`config.mk`:
```
export PLATFORM = sky130hd
export DESIGN_NAME = fetch_sequencer
export DESIGN_NICKNAME = d
export VERILOG_FILES = /design/src/rtl/fetch_sequencer.sv
export SDC_FILE = /design/constraint.sdc
export NUM_CORES = 1
export LEC_CHECK = 0
export CAP_MARGIN = 10
export CORE_ASPECT_RATIO = 0.75
export CORE_MARGIN = 3
export CORE_UTILIZATION = 50
export DETAILED_ROUTE_END_ITERATION = 12
export PLACE_DENSITY = 0.77
export SLEW_MARGIN = 25
export SYNTH_ARGS = -nofsm -noshare
export SYNTH_HDL_FRONTEND = slang
export SYNTH_SLANG_ARGS = --single-unit
```
`constraint.sdc`:
```
create_clock -name clk -period 7.9 [get_ports clk]
set_clock_uncertainty 0.05 [all_clocks]
set_input_delay 1.975 -clock clk [delete_from_list [all_inputs] [get_ports clk]]
set_output_delay 1.975 -clock clk [all_outputs]
set_load 0.005 [all_outputs]
```
`src/rtl/fetch_sequencer.sv`:
```
// Program counter and fetch control in front of a one-cycle-latency instruction ROM.
module fetch_sequencer #(
    parameter logic [31:0] RESET_PC = 32'h0000_0000,
    parameter logic [31:0] PC_STEP  = 32'd1
) (
    input  logic        clk,
    input  logic        rst,
    input  logic        start,
    input  logic        stall,
    input  logic        redirect,
    input  logic [31:0] redirectTarget,
    input  logic        halt,
    output logic [31:0] instrAdd,
    output logic [31:0] pcOut,
    output logic [31:0] pcNext,
    output logic        instrValid,
    output logic        halted,
    output logic [31:0] instrCount
);

    localparam int unsigned ADDR_W = 32;
    localparam int unsigned CNT_W  = 32;

    localparam logic [1:0] ST_IDLE   = 2'd0;
    localparam logic [1:0] ST_RUN    = 2'd1;
    localparam logic [1:0] ST_HALTED = 2'd2;

    logic [1:0]        state_q,       state_d;
    logic [ADDR_W-1:0] fetch_pc_q,    fetch_pc_d;
    logic [ADDR_W-1:0] pc_out_q,      pc_out_d;
    logic              instr_valid_q, instr_valid_d;
    logic              halted_q,      halted_d;
    logic [CNT_W-1:0]  instr_count_q, instr_count_d;
    logic [CNT_W-1:0]  count_inc;

    // Retired-instruction count increment, saturating at all ones.
    always_comb begin
        count_inc = instr_count_q;
        if (instr_count_q != {CNT_W{1'b1}}) begin
            count_inc = instr_count_q + CNT_W'(1);
        end
    end

    // ROM address mux; re-reading pcOut keeps the ROM output unchanged.
    always_comb begin
        instrAdd = fetch_pc_q;
        case (state_q)
            ST_IDLE:   instrAdd = RESET_PC;
            ST_HALTED: instrAdd = pc_out_q;
            ST_RUN: begin
                if (stall || halt) begin
                    instrAdd = pc_out_q;
                end else if (redirect) begin
                    instrAdd = redirectTarget;
                end else begin
                    instrAdd = fetch_pc_q;
                end
            end
            default:   instrAdd = RESET_PC;
        endcase
    end

    // Next-state logic: stall beats halt, halt beats redirect.
    always_comb begin
        state_d       = state_q;
        fetch_pc_d    = fetch_pc_q;
        pc_out_d      = pc_out_q;
        instr_valid_d = instr_valid_q;
        halted_d      = halted_q;
        instr_count_d = instr_count_q;
        case (state_q)
            ST_IDLE: begin
                if (start) begin
                    state_d       = ST_RUN;
                    pc_out_d      = RESET_PC;
                    fetch_pc_d    = RESET_PC + PC_STEP;
                    instr_valid_d = 1'b1;
                end
            end
            ST_RUN: begin
                if (stall) begin
                    state_d = ST_RUN;
                end else if (halt) begin
                    state_d       = ST_HALTED;
                    instr_valid_d = 1'b0;
                    halted_d      = 1'b1;
                end else if (redirect) begin
                    pc_out_d      = redirectTarget;
                    fetch_pc_d    = redirectTarget + PC_STEP;
                    instr_count_d = count_inc;
                end else begin
                    pc_out_d      = fetch_pc_q;
                    fetch_pc_d    = fetch_pc_q + PC_STEP;
                    instr_count_d = count_inc;
                end
            end
            ST_HALTED: begin
                state_d = ST_HALTED;
            end
            default: begin
                state_d       = ST_IDLE;
                instr_valid_d = 1'b0;
                halted_d      = 1'b0;
            end
        endcase
    end

    // State register with synchronous active-low reset.
    always_ff @(posedge clk) begin
        if (!rst) begin
            state_q       <= ST_IDLE;
            fetch_pc_q    <= RESET_PC + PC_STEP;
            pc_out_q      <= RESET_PC;
            instr_valid_q <= 1'b0;
            halted_q      <= 1'b0;
            instr_count_q <= '0;
        end else begin
            state_q       <= state_d;
            fetch_pc_q    <= fetch_pc_d;
            pc_out_q      <= pc_out_d;
            instr_valid_q <= instr_valid_d;
            halted_q      <= halted_d;
            instr_count_q <= instr_count_d;
        end
    end

    assign pcOut      = pc_out_q;
    assign pcNext     = pc_out_q + PC_STEP;
    assign instrValid = instr_valid_q;
    assign halted     = halted_q;
    assign instrCount = instr_count_q;

endmodule

```
# Word level (Yosys, flattened, before mapping)
# Index checks and enable logic that the tools add are counted.
# word_totals
reg_bits	100
inputBits	38
# op_classes
add_sub_neg	4
eq_ne	8
muxes	23
n_bitwise	4
n_reduce_logical	9
# ops
operator	count
32-bit two-way mux	9
32-bit case mux with 2 select lines	3
32-bit by 1-bit adder with 32-bit output (second input constant)	4
32-bit != test (second input constant)	1
4-bit AND reduction	3
2-bit != test (second input constant)	4
2-bit two-way mux	3
2-bit case mux with 3 select lines	1
1-bit two-way mux	5
1-bit inverter	4
3-bit != test (second input constant)	1
1-bit case mux with 3 select lines	1
3-bit AND reduction	1
2-bit by 1-bit equality test with 1-bit output (second input constant)	1
2-bit equality test (second input constant)	1
2-bit zero test	1
1-bit case mux with 2 select lines	1
2-bit AND reduction	1
2-bit nonzero test	1
2-bit OR reduction	1
1-bit logical OR	1

# Depth between registers and ports, before layout
# Gate-level depths: netlist (run 1).
# depth
word_depth	5
mapped_depth	13
depth_no_buf	7

# Least setup slack after synthesis (run 1)
# Ideal clock, no wire load.
# synth_path
path_type	input to output
start	in redirect
end	out instrAdd[19]
arrival_time_ns	3.426
required_time_ns	5.875
path_slack_ns	2.449
path_stages	9
path_buffers	5
cell_sequence	buf_6 -> buf_8 -> buf_4 -> buf_2 -> buf_2 -> mux2i_1 -> a21oi_1 -> a22oi_1 -> nor2b_1
# synth_via
elab_chain_cells	3
# synth_lines
element	line	rtl
start: declaration	10	input logic redirect,
32-bit two-way mux	53	end else if (redirect) begin
32-bit two-way mux	51	if (stall || halt) begin
32-bit case mux with 2 select lines	47	case (state_q)
end: declaration	13	output logic [31:0] instrAdd,
# Every way passes these cells.

# Final worst setup path (run 1)
# layout_path
start	in redirect
end	out instrAdd[28]
# The elaborated chain is that of the path after synthesis.

==> summary.txt, run 1 <==
Critical path
  • Worst path buffer plus inverter count: 3
  • Worst Setup Path Type: primary input to output pin
  • Cell family with most CP delay: buffers and inverters
  • CP peak stage delay: 660 ps
  • Worst EP arrival: 4550 ps
  • Setup crit end kind: output pin
  • Critical path's slowest cell: buf_2
  • Critical Path, Cell by Cell: buf_2 -> buf_4 -> mux2i_1 -> nand2_1 -> o211ai_1 -> a21boi_0 -> clkdlybuf4s50_1
  • Worst EP required: 5880 ps
  • Register-to-register setup slack: 4530 ps
  • CP Launch Type: primary input
  • CP Max Fanout: 46

Power
  • Switch Pwr: 364.0 uW
  • Clk pwr share: 34.7%
  • Logic pwr share: 21.1%
  • Int Pwr: 824.3 uW
  • Peak VDD IR: 104.6 uV
  • Sequential Power Share: 44.2%
  • Total power: 1.188 mW
  • Pleak: 2.912 nW
  • Switching share of power: 30.63%
  • Pwr per Cell Area: 136.3 nW/um2

Yosys
  • Netlist cell types: 58
  • Multiplexer share of the synthesized area: 7.800%
  • Mapped Area: 6689 um2
  • Syn Nets: 917
  • Adder-Cell Fraction of Synth Area: 1.309%
  • Main synth FF type: dfxtp_1
  • Post-Synth XOR/XNOR Area: 7.333%
  • Sequential share of the synthesized area: 29.93%
  • Avg Cell Area, Syn: 7.671 um2
  • Fraction of registers with async set/reset: 0%
  • Yosys Warn Count: 0
  • Post-synthesis simple-gate area fraction: 29.67%
  • Mapped Cells: 872
  • Number of synthesized flops with an enable pin: 0
  • Largest family of logic cells by synthesized area: simple AND/OR/NAND/NOR gates
  • Post-synthesis compound-gate area fraction: 19.32%
  • Register bit total from synthesis: 100

CTS
  • Clock-pin slew of the registers on the worst-case setup and hold paths: 70 ps
  • Total clock sinks: 100
  • Cts repair resizes: 0
  • Clk root buf: clkbuf_16
  • H-tree levels: 3
  • Cts hold-fix bufs: 0
  • Postcts setup bufs: 0
  • CTS buffer count: 9
  • Worst-skew pair later-pin latency: 350 ps
  • CTS Buffer Depth: 2
  • CTS tree: built

Timing
  • Relative slew slack: 32.74%
  • Final setup fails: 0
  • Final setup TNS: 0 ps
  • RSZ-0062 raised after global routing: false
  • Final hold violations: 0
  • Final Max Slew Viols: 0
  • Crit path time final: 6573 ps
  • Final Cycle Share: 83.20%
  • Worst-Margin Slew: 1008 ps
  • Achievable Freq: 152.1 MHz

Global route
  • Gr ovfl total: 0
  • Antenna violations before repair: 0
  • Largest net degree at the start of global routing: 73
  • Vias in the first global route: 6226
  • Gr usage total: 28.08%
  • First-pass GRT wire length: 34.24 mm

Detailed routing
  • Vias per inst: 6.029
  • DRC: 0
  • Initial drt markers: 920
  • Post-route ant nets: 0
  • Drt first pass iters: 8
  • Total routed wirelength: 21.62 mm
  • DR WL/cell: 18.34 um
  • Detailed-route via count: 7108

Die
  • Core area: 12660 um2
  • Full die area: 14820 um2
  • Boundary pin count: 168
  • Row count: 35
  • Die width: 139.6 um
  • Initial core utilization: 52.85%
  • Die height: 106.2 um

Layout
  • Layout cells sized above 1: 6.417%
  • Area of the multi-input gates: 4393 um2
  • Layout fillers: 1118
  • Diodes inserted: 0
  • Area Growth Syn to Fin: 30.38%
  • Net count reported at finish: 1053
  • Sequential cell area: 2002 um2

Flow run
  • Max-cap violations: 0

Outcome
  • Outcome: finished, final reports clean

Place
  • Final Wtd Congestion: 0.9412
  • # port buffers: 167
  • Post-DP HPWL: 15.81 mm

Worst hold path
  • Worst min path class: flop to flop
==> per-layer routing <==
layer | global-route usage [%] | share of wire, % | up-vias
li1 | - | - | 3443
met1 | 45.73 | 50 | 3282
met2 | 38.28 | 40 | 367
met3 | 5.036 | 10 | 16
met4 | 4.426 | 0.72 | 0
met5 | 0 | 0 | -
==> power by group through the flow <==
stage	sequential, mW	combinational (mW)	clock, mW
3_5_place_dp	0.536	0.246	0
2_1_floorplan	0.532	0.151	0
4_1_cts	0.524	0.246	0.415
3_3_place_gp	0.536	0.243	0
5_1_grt	0.526	0.270	0.435
6_report	0.525	0.251	0.412
==> sequential cells by signal, indices dropped and copies added (netlist names) <==
signal,cells
instrCount,32
halted,1
state_q,2
fetch_pc_q,32
pcOut,32
instrValid,1
==> cell usage after synthesis (7+ instances only) <==
cell type / count / area, um2
nor3_1: 14 / 70.07
a21boi_0: 9 / 67.56
nor2b_1: 22 / 137.6
nor2_1: 102 / 382.9
and2_1: 10 / 62.56
mux2_2: 17 / 191.4
or4_1: 11 / 82.58
inv_1: 12 / 45.04
or3_1: 18 / 112.6
a21oi_1: 60 / 300.3
clkbuf_1: 47 / 176.4
xnor2_1: 41 / 359.1
a22oi_1: 34 / 255.2
o31ai_1: 8 / 60.06
nand3_1: 49 / 245.2
and3_1: 9 / 56.30
mux2i_1: 33 / 330.3
xor2_1: 15 / 131.4
nand2_1: 81 / 304.0
nand3b_1: 11 / 82.58
o21ai_0: 31 / 155.2
a211oi_1: 14 / 105.1
ha_1: 7 / 87.58
nand4_1: 30 / 187.7
buf_2: 8 / 40.04
dfxtp_1: 100 / 2002
o211ai_1: 16 / 120.1
==> cell type report <==
type / count / area share (%)
clock buffers: 10 / 2.626
well taps: 166 / 2.382
inverters: 13 / 0.5595
multi-input cells: 699 / 50.37
flip-flops and latches: 100 / 22.96
clock inverters: 6 / 0.4448
repair buffers: 185 / 20.66
==> placed cells by master, fill, tap and decap left out, types with 3 or more instances in the layout <==
cell type and n:
clkdlybuf4s50_1 166, nor2_1 100, dfxtp_1 100, nand2_1 81
a21oi_1 60, nand3_1 49, xnor2_1 41, a22oi_1 34
mux2i_1 33, o21ai_0 31, nand4_1 30, nor2b_1 22
or3_1 18, mux2_2 17, buf_4 17, o211ai_1 16
xor2_1 15, nor3_1 14, a211oi_1 14, inv_1 12
or4_1 11, nand3b_1 11, and2_1 10, and3_1 9
a21boi_0 9, clkbuf_16 9, o31ai_1 8, and4_1 6
nor4_1 6, a32o_1 6, ha_1 6, nand2b_1 4
nand4b_1 4, a31oi_1 3, a222oi_1 3, o21a_1 3
clkinv_2 3
==> stage by stage <==
step | hold WS [ps] | worst slack (ps) | instances | utilization, % | cell area [um2]
detailed placement | 403.1 | 1383 | 1162 | 66.71 | 8443
floorplan | 384.7 | 2449 | 872 | - | 6689
finish | 429.3 | 1327 | 1179 | 68.91 | 8721
global placement | 407.3 | 1416 | 1162 | 66.71 | 8443
global route | 458.9 | 1145 | 1179 | 68.91 | 8721
CTS | 425.3 | 1349 | 1178 | 68.83 | 8711
==> path summary, 6_finish.rpt <==
path	startpoint	to	depth (start not counted)
worst max-delay path	redirect	instrAdd[28]	7
worst min-delay path	fetch_pc_q[27]	fetch_pc_q[27]	1
worst max register to register	state_q[1]	fetch_pc_q[31]	7
worst min register to register	fetch_pc_q[27]	fetch_pc_q[27]	1
==> cells by family after synthesis <==
logic type / count (synthesis)
and+or+nand+nor: 388
AOI/OAI and AO/OA: 198
DFF: 100
buffers and inverters: 73
xor gates and xnor gates: 56
muxes: 50
adders and majority gates: 7
(Power assumes the default switching activity.)
==> run 2: changes to the inputs <==
==> constraint.sdc (replaced) <==
create_clock -name clk -period 6.5 [get_ports clk]
set_clock_uncertainty 0.05 [all_clocks]
set_input_delay 1.625 -clock clk [delete_from_list [all_inputs] [get_ports clk]]
set_output_delay 1.625 -clock clk [all_outputs]
set_load 0.005 [all_outputs]
==> run 2 against run 1 <==
  * Critical path depth unchanged
  * Clock-buffer cell count unchanged
  * Critical endpoint is now instrAdd[3]
  * Highest routed layer unchanged
  * Sequential cell count stayed put
  * Largest cell class unchanged
  * Core utilization increased by 1.1 points
  * Total power increased by 33%
  * Largest power group unchanged
  * Design area is 1.7% higher
==> summary.txt, run 2 (synthesis results as in run 1) <==
CTS
  • Total clock sinks: 100
  • CTS Buffer Depth: 2
  • Postcts setup bufs: 0
  • Cts hold-fix bufs: 0
  • Clock-pin slew of the registers on the worst-case setup and hold paths: 60 ps
  • Worst-skew pair later-pin latency: 350 ps
  • CTS tree: built
  • Cts repair resizes: 0
  • CTS buffer count: 9
  • H-tree levels: 3
  • Clk root buf: clkbuf_16

Detailed routing
  • Vias per inst: 6.078
  • DR WL/cell: 18.72 um
  • DRC: 0
  • Post-route ant nets: 0
  • Detailed-route via count: 7214
  • Drt first pass iters: 6
  • Initial drt markers: 786
  • Total routed wirelength: 22.23 mm

Timing
  • Crit path time final: 5502 ps
  • Final Max Slew Viols: 0
  • RSZ-0062 raised after global routing: false
  • Final setup TNS: 0 ps
  • Final Cycle Share: 84.65%
  • Relative slew slack: 41.94%
  • Worst-Margin Slew: 846.6 ps
  • Final hold violations: 0
  • Post-route setup slack: 997.6 ps
  • Final setup fails: 0
  • Achievable Freq: 181.7 MHz

Layout
  • Sequential cell area: 2002 um2
  • Layout cells sized above 1: 7.052%
  • Layout fillers: 1068
  • Most frequent cells in the layout: clkdlybuf4s50_1, nor2_1, dfxtp_1
  • Area of the multi-input gates: 4388 um2
  • Area Growth Syn to Fin: 32.55%
  • Leading cell type in the layout, fill and taps excluded: clkdlybuf4s50_1
  • Final core occ: 70.05%
  • Diodes inserted: 0
  • Net count reported at finish: 1061

Die
  • Die height: 106.2 um
  • Boundary pin count: 168
  • Die width: 139.6 um
  • Full die area: 14820 um2
  • Row count: 35
  • Core area: 12660 um2
  • Initial core utilization: 52.85%

Worst hold path
  • Hold Startpoint: fetch_pc_q[30]
  • Worst min path class: flop to flop

Critical path
  • Critical path's slowest cell: clkdlybuf4s50_1
  • CP peak stage delay: 520 ps
  • Worst r2r src: state_q[1]
  • CP Launch Type: primary input
  • Worst Setup Path Type: primary input to output pin
  • Setup crit end kind: output pin
  • Cell family with most CP delay: buffers and inverters
  • Critical Path, Cell by Cell: clkdlybuf4s50_1 -> nor2_4 -> buf_4 -> mux2_2 -> a22oi_1 -> nor2b_1 -> clkdlybuf4s50_1
  • Worst EP arrival: 3830 ps
  • Critical Path Most Common Cell: clkdlybuf4s50_1
  • Worst path buffer plus inverter count: 3
  • Crit path from: stall
  • Worst EP required: 4830 ps
  • CP Max Fanout: 55

Power
  • Peak VDD IR: 151.3 uV
  • Pleak: 2.998 nW
  • Pwr per Cell Area: 178.3 nW/um2

Global route
  • Gr ovfl total: 0
  • First-pass GRT wire length: 35.52 mm
  • Largest net degree at the start of global routing: 73
  • Vias in the first global route: 6321
  • Antenna violations before repair: 0
  • Gr usage total: 29.43%

Place
  • Post-DP HPWL: 16.44 mm
  • Setup WS pre-CTS: 1005 ps
  • Final Wtd Congestion: 0.9202
  • # port buffers: 167

Outcome
  • Outcome: finished, final reports clean

Flow run
  • Max-cap violations: 0
-- run 2: cell types whose count changed in the layout (fill, tap and decap cells not counted) --
cell	before	now
buf_4	17	24
clkbuf_4	1	0
clkbuf_1	1	0
clkinv_2	3	2
buf_12	0	1
bufinv_16	0	3
nor2_2	1	0
ha_1	6	7
buf_2	1	2
ha_2	1	0
clkinvlp_4	2	0
clkbuf_8	0	1
nor2_1	100	101
-- run 2: path summary, 6_finish.rpt --
path	end	slack (ps)	cells past startpoint
max	instrAdd[3]	1000	7
min	fetch_pc_q[30]	420	1
max reg2reg	fetch_pc_q[31]	3170	8
min reg2reg	fetch_pc_q[30]	420	1
-- run 2: where the power goes --
group          switching, mW  internal [mW]
registers             0.0148          0.623
clock network          0.241          0.387
logic                  0.191          0.123
total                  0.447           1.13
-- run 2: stage by stage --
step | power, mW | hold slack, ps | std cells | area, um2
floorplan | 0.8304 | 384.7 | 872 | 6689
global placement | 0.9556 | 401.7 | 1170 | 8513
detailed placement | 0.9548 | 403.6 | 1170 | 8513
CTS | 1.577 | 420.1 | 1186 | 8861
global route | 1.631 | 433.6 | 1187 | 8866
finish | 1.580 | 418.1 | 1187 | 8866
-- run 2: area by class of cell --
type                    instances  share of cell area [%]
clock buffers                  10                   2.695
well taps                     166                   2.343
multi-input cells             699                   49.49
flip-flops and latches        100                   22.58
inverters                      13                  0.5504
repair buffers                193                   21.11
clock inverters                 6                   1.228
-- run 2: per-layer routing --
layer  global-route usage [%]  part of all wire [%]  up-vias
met3                    9.847                    12       22
met2                    37.41                    38      387
met5                        0                     0        -
met1                    46.81                    49     3330
met4                    5.809                   1.3        0
li1                         -                     -     3475
